## src/rtl/toom_cook_pkg.sv

```systemverilog
// Shared constants, state encoding and limb helpers for the carry-less
// Toom-Cook/schoolbook multiply scheduler.
package toom_cook_pkg;

    localparam int N       = 256;
    localparam int WAYS    = 4;
    localparam int LIMB_W  = N / WAYS;
    localparam int PART_W  = 2 * LIMB_W - 1;
    localparam int NPROD   = WAYS * WAYS;
    localparam int P_W     = $clog2(NPROD);
    localparam int K_W     = $clog2(LIMB_W);
    localparam int IDX_W   = $clog2(WAYS);
    localparam int OFF_W   = $clog2(2 * N);
    localparam int LATENCY = NPROD * (LIMB_W + 1) + 1;

    typedef enum logic [1:0] {
        IDLE = 2'd0,
        MUL  = 2'd1,
        ACC  = 2'd2,
        DONE = 2'd3
    } state_t;

    function automatic logic [LIMB_W-1:0] limb_sel(input logic [N-1:0] v,
                                                   input logic [IDX_W-1:0] x);
        return v[LIMB_W*x +: LIMB_W];
    endfunction

    // Bit offset of product a_i*b_j inside the double-width result.
    function automatic logic [OFF_W-1:0] limb_offset(input logic [IDX_W-1:0] i,
                                                     input logic [IDX_W-1:0] j);
        logic [OFF_W-1:0] s;
        s = OFF_W'(i) + OFF_W'(j);
        return OFF_W'(LIMB_W) * s;
    endfunction

endpackage

```

## src/rtl/toom_cook_mul_scheduler_clmul.sv

```systemverilog
// Bit-serial LIMB_W x LIMB_W carry-less multiplier: one multiplier bit per step,
// partial product held until the scheduler clears it.
module clmul_limb_serial
    import toom_cook_pkg::*;
(
    input  logic              clk,
    input  logic              rst,
    input  logic              clear,
    input  logic              step,
    input  logic [K_W-1:0]    bit_idx,
    input  logic [LIMB_W-1:0] a_limb,
    input  logic [LIMB_W-1:0] b_limb,
    output logic [PART_W-1:0] partial
);

    logic [PART_W-1:0] partial_r;
    logic [PART_W-1:0] partial_next_s;
    logic [PART_W-1:0] b_ext_s;

    // Next partial: clear has priority, otherwise XOR in the shifted B limb.
    always_comb begin
        b_ext_s        = {{(PART_W-LIMB_W){1'b0}}, b_limb};
        partial_next_s = partial_r;
        if (clear) begin
            partial_next_s = '0;
        end else if (step && a_limb[bit_idx]) begin
            partial_next_s = partial_r ^ (b_ext_s << bit_idx);
        end else begin
            partial_next_s = partial_r;
        end
    end

    // Partial product register.
    always_ff @(posedge clk) begin
        if (!rst) begin
            partial_r <= '0;
        end else begin
            partial_r <= partial_next_s;
        end
    end

    assign partial = partial_r;

endmodule

```

## src/rtl/toom_cook_mul_scheduler.sv

```systemverilog
// Time-shares one bit-serial limb multiplier over all WAYS^2 limb products,
// XOR-accumulating each into the 2N-bit carry-less result.
module toom_cook_mul_scheduler
    import toom_cook_pkg::*;
(
    input  logic             clk,
    input  logic             rst,
    input  logic             in_valid,
    output logic             in_ready,
    input  logic [N-1:0]     a,
    input  logic [N-1:0]     b,
    output logic             out_valid,
    input  logic             out_ready,
    output logic [2*N-1:0]   c,
    output logic             busy,
    output logic [P_W-1:0]   prod_idx
);

    localparam logic [K_W-1:0] K_LAST = K_W'(LIMB_W - 1);
    localparam logic [P_W-1:0] P_LAST = P_W'(NPROD - 1);

    state_t            state_r, state_next_s;
    logic [P_W-1:0]    p_r, p_next_s;
    logic [K_W-1:0]    k_r, k_next_s;
    logic [N-1:0]      a_r, b_r;
    logic [2*N-1:0]    acc_r, acc_next_s;
    logic [2*N-1:0]    c_r, c_next_s;
    logic [2*N-1:0]    part_ext_s;
    logic              in_ready_r, out_valid_r, busy_r;
    logic              load_s, clear_s, step_s;
    logic [LIMB_W-1:0] a_limb_s, b_limb_s;
    logic [OFF_W-1:0]  off_s;
    logic [PART_W-1:0] partial_s;

    assign a_limb_s   = limb_sel(a_r, p_r[P_W-1:IDX_W]);
    assign b_limb_s   = limb_sel(b_r, p_r[IDX_W-1:0]);
    assign off_s      = limb_offset(p_r[P_W-1:IDX_W], p_r[IDX_W-1:0]);
    assign part_ext_s = {{(2*N-PART_W){1'b0}}, partial_s};

    clmul_limb_serial u_clmul (
        .clk     (clk),
        .rst     (rst),
        .clear   (clear_s),
        .step    (step_s),
        .bit_idx (k_r),
        .a_limb  (a_limb_s),
        .b_limb  (b_limb_s),
        .partial (partial_s)
    );

    // Next-state, counter and accumulator logic.
    always_comb begin
        state_next_s = state_r;
        p_next_s     = p_r;
        k_next_s     = k_r;
        acc_next_s   = acc_r;
        c_next_s     = c_r;
        load_s       = 1'b0;
        clear_s      = 1'b0;
        step_s       = 1'b0;
        case (state_r)
            IDLE: begin
                if (in_valid && in_ready_r) begin
                    load_s       = 1'b1;
                    clear_s      = 1'b1;
                    acc_next_s   = '0;
                    p_next_s     = '0;
                    k_next_s     = '0;
                    state_next_s = MUL;
                end else begin
                    state_next_s = IDLE;
                end
            end
            MUL: begin
                step_s = 1'b1;
                if (k_r == K_LAST) begin
                    k_next_s     = '0;
                    state_next_s = ACC;
                end else begin
                    k_next_s     = k_r + K_W'(1);
                    state_next_s = MUL;
                end
            end
            ACC: begin
                clear_s    = 1'b1;
                k_next_s   = '0;
                acc_next_s = acc_r ^ (part_ext_s << off_s);
                if (p_r == P_LAST) begin
                    c_next_s     = acc_next_s;
                    p_next_s     = '0;
                    state_next_s = DONE;
                end else begin
                    p_next_s     = p_r + P_W'(1);
                    state_next_s = MUL;
                end
            end
            DONE: begin
                if (out_ready) begin
                    state_next_s = IDLE;
                end else begin
                    state_next_s = DONE;
                end
            end
            default: begin
                state_next_s = IDLE;
                p_next_s     = '0;
                k_next_s     = '0;
            end
        endcase
    end

    // State, datapath and registered handshake flags.
    always_ff @(posedge clk) begin
        if (!rst) begin
            state_r     <= IDLE;
            p_r         <= '0;
            k_r         <= '0;
            a_r         <= '0;
            b_r         <= '0;
            acc_r       <= '0;
            c_r         <= '0;
            in_ready_r  <= 1'b1;
            out_valid_r <= 1'b0;
            busy_r      <= 1'b0;
        end else begin
            state_r     <= state_next_s;
            p_r         <= p_next_s;
            k_r         <= k_next_s;
            acc_r       <= acc_next_s;
            c_r         <= c_next_s;
            in_ready_r  <= (state_next_s == IDLE);
            out_valid_r <= (state_next_s == DONE);
            busy_r      <= (state_next_s == MUL) || (state_next_s == ACC);
            if (load_s) begin
                a_r <= a;
                b_r <= b;
            end else begin
                a_r <= a_r;
                b_r <= b_r;
            end
        end
    end

    assign in_ready  = in_ready_r;
    assign out_valid = out_valid_r;
    assign busy      = busy_r;
    assign prod_idx  = p_r;
    assign c         = c_r;

endmodule

```

## config.mk

```make
export PLATFORM = sky130hd
export DESIGN_NAME = toom_cook_mul_scheduler
export DESIGN_NICKNAME = d
export VERILOG_FILES = /design/src/rtl/toom_cook_pkg.sv /design/src/rtl/toom_cook_mul_scheduler_clmul.sv /design/src/rtl/toom_cook_mul_scheduler.sv
export SDC_FILE = /design/constraint.sdc
export NUM_CORES = 2
export LEC_CHECK = 0
export BUFFER_PORTS_ARGS = -buffer_cell sky130_fd_sc_hd__buf_2
export CAP_MARGIN = 30
export CORE_AREA = 2 2 404 406
export CTS_CLUSTER_SIZE = 25
export DETAILED_ROUTE_END_ITERATION = 6
export DIE_AREA = 0 0 406 408
export PLACE_DENSITY = 0.73
export SYNTH_ARGS = -nofsm -noshare
export SYNTH_HDL_FRONTEND = slang
export SYNTH_HIERARCHICAL = 1
export SYNTH_SLANG_ARGS = --single-unit
export TNS_END_PERCENT = 20
```

## constraint.sdc

```tcl
create_clock -name clk -period 6.13 [get_ports clk]
set_clock_uncertainty 0.05 [all_clocks]
set_input_delay 0.3065 -clock clk [delete_from_list [all_inputs] [get_ports clk]]
set_output_delay 0.3065 -clock clk [all_outputs]
set_load 0.005 [all_outputs]
```

==> metrics.txt <==
Die Ht between 400 and 500 um; drt first pass iters 7; M2 GR Usage 0.592; Die ar. between 150000 and 200000 sq um; Clock Path Buffers 3; Worst R2R Start prod_idx[2]; number of synthesized flops with an enable pin 0; I/O Pins roughly 1000; Hold Path End b_r[111]; total power about 25 mW; peak fanout along the critical path 54; Crit Reg-Reg Endpoint u_clmul/partial[92]; pwr/cell area between 200 and 300 nW/um^2; setup TNS 0 ns; Worst Path Arrival ~5 ns; Placer Congestion around 0.98; CTS clk-pin slew, worst paths approximately 0.070 ns; clock share of power 0.466; cells resized by post-CTS repair 0; Layout Utilization 0.604; # rows 148; CTS tree yes; Synth cell types 85; Max VDD drop slightly above 300 uV; WL final between 300000 and 400000 um; final worst-path cycle share 0.720; setup slack, reg-to-reg between 1.5 and 2 ns; Root Driver clkbuf_16; Die Wd between 400 and 500 um; largest net degree at the start of global routing a little under 300; Avg Cell Area, Syn between 8 and 9 sq um; top_reg_cell synth dfxtp_1; Seq/Total Area, Yosys 0.417; worst skew pair latency about 0.87 ns; drt drc 0; CTS Hold Buffers Added a little over 500; Post-DP HPWL 213000 um; Critical Path RT between 6 and 7 ns; max-slew violation count 0; Overflow after GRT 0; first-pass GRT wire length about 480000 um; met3 Resource Use GR 0.0777; Slew HR 0.100; Top Usage Layer GRT met2; Mapped Area ~80000 sq um; NetSw slightly above 6 mW; Vias/cell roughly 6.4; fraction of layout cells with a size suffix above 1 0.181; Final Critical Period between 4 and 5 ns; internal power roughly 19 mW; max-cap check violation count 0; post-synth net total roughly 9700; worst-margin pin slew about 1.3 ns; number of buffers created by CTS 178; critical path capture point type register; f_max 0.227 GHz; Placeable Area approximately 160000 sq um; Seq pwr share 0.456; drt wl/cell 26.4 um; Comb pwr share 0.079; async set-reset flop share out of synthesis 0; Static Leakage approximately 33 nW; clock sink total 1678; run status finished, final reports clean; Port Buffer Count approximately 1000; Syn Inst Count 9218; H-tree levels 4; Crit Path Category reg2reg; initial antenna violation count 27; M1 GR Usage 0.442; final setup fails 0; Hold WC Path Type in2reg; Hold Path Origin b[111]; Sw Ratio 0.252; final layout net count between 10000 and 15000; Initial Util 0.498; Hold Violations, Final 0; Post-CTS Repair Setup Buffers 0; area grow syn2layout 21.4%; drt first-iter violations about 9400; vias in the first global route between 70000 and 80000; antenna-violating nets left 0; Startpoint Class register; Vias ~80000; fillcell total 13125; Yosys warnings 6; Worst Hold Depth 4; Synth Register Bits ~1700; R2R cell count 10; GRT Util Overall 0.378; RSZ-0062 raised after global routing false
cells by family after synthesis:
logic type / Yosys count / share of synthesized area
compound gates: 2891 / 0.226
simple gates: 2816 / 0.160
flops: 1678 / 0.417
buf+inv: 896 / 0.0492
xor+xnor: 469 / 0.0511
mux: 462 / 0.0961
fa+ha+maj: 6 / 0.00103
flip-flops by register name, summed over array words and instances, names as in the netlist:
name	cells
acc_r	512
c	512
a_r	256
b_r	256
u_clmul/partial	127
k_r	6
prod_idx	4
state_r	2
busy	1
in_ready	1
out_valid	1
per-stage QoR:
stage / cell area, sq um / worst slack (ns) / hold slack, ns / std cells
5_1_grt: 97600 / 1.49 / 0.217 / 12537
2_1_floorplan: 80500 / 2.59 / 0.383 / 9218
4_1_cts: 97500 / 1.72 / 0.150 / 12516
6_report: 97600 / 1.72 / 0.197 / 12540
3_3_place_gp: 85900 / 1.58 / 0.390 / 11660
3_5_place_dp: 86100 / 1.77 / 0.393 / 11677
layout make-up:
type,instances,area (sq um),share of cell area
multi-input combinational,6644,43100,0.442
sequential,1678,33600,0.344
timing repair buffer,1685,11900,0.121
clock buffer,253,5180,0.0530
tap,2175,2720,0.0279
clock inverter,71,1040,0.0106
inverter,14,67.6,0.000692
antenna,20,50.0,0.000513
placed cells by master (no fill, tap or decap), drive strengths merged, types with 272 or more instances in the layout:
cell	n
dlygate4sd3	515
dfxtp	1678
a21oi	1227
nand3	272
nand2	1505
xnor2	321
nor2	522
buf	1170
a311oi	316
o21ai	615
worst max-delay path by stage:
stage	endpoint	from	slack (ns)	cells after the start
2_1_floorplan	u_clmul/partial[86]	prod_idx[2]	2.59	12
3_3_place_gp	u_clmul/partial[62]	prod_idx[2]	1.58	9
3_5_place_dp	u_clmul/partial[56]	prod_idx[2]	1.77	10
4_1_cts	u_clmul/partial[60]	prod_idx[2]	1.72	10
5_1_grt	u_clmul/partial[13]	prod_idx[2]	1.49	9
6_report	u_clmul/partial[92]	prod_idx[2]	1.72	10
power groups by stage:
stage | Combinational, mW | Clock [mW] | Sequential, mW
2_1_floorplan | 1.01 | 0 | 11.4
3_5_place_dp | 1.53 | 0 | 11.5
6_report | 1.95 | 11.5 | 11.3
3_3_place_gp | 1.51 | 0 | 11.5
4_1_cts | 1.80 | 11.5 | 11.2
5_1_grt | 2.02 | 12.0 | 11.3
synthesized netlist by cell type (all sizes together), types with 63 or more instances:
library cell,instances,share of area
a31oi,191,0.015
mux4,241,0.068
nand3,272,0.017
o311ai,63,0.0069
nand2b,75,0.0058
mux2i,197,0.025
xor2,148,0.016
dfxtp,1678,0.42
clkbuf,547,0.026
a311oi,316,0.034
nand3b,68,0.0063
a21bo,63,0.0078
buf,334,0.023
or3b,64,0.0072
a21oi,1227,0.077
or3,93,0.0072
nor2,522,0.024
xnor2,321,0.035
o21ai,615,0.038
a211oi,138,0.016
nand4b,126,0.014
nand2,1505,0.070
a22o,68,0.0074
per-layer routing:
metal,share of wire,vias up
met5,0.00018,-
met4,0.10,10
met3,0.099,1428
met2,0.45,5255
met1,0.35,38391
li1,-,35408
critical path, cell delays in order (launching register included):
cell and delay, ns:
dfxtp_4 0.82, buf_4 0.40, mux4_2 0.55, mux4_2 0.50, o22ai_1 0.18, o21ai_0 0.36
nand2_2 0.15, buf_4 0.49, buf_12 0.34, a22oi_1 0.17, mux2i_1 0.14
(Power assumes the default switching activity.)
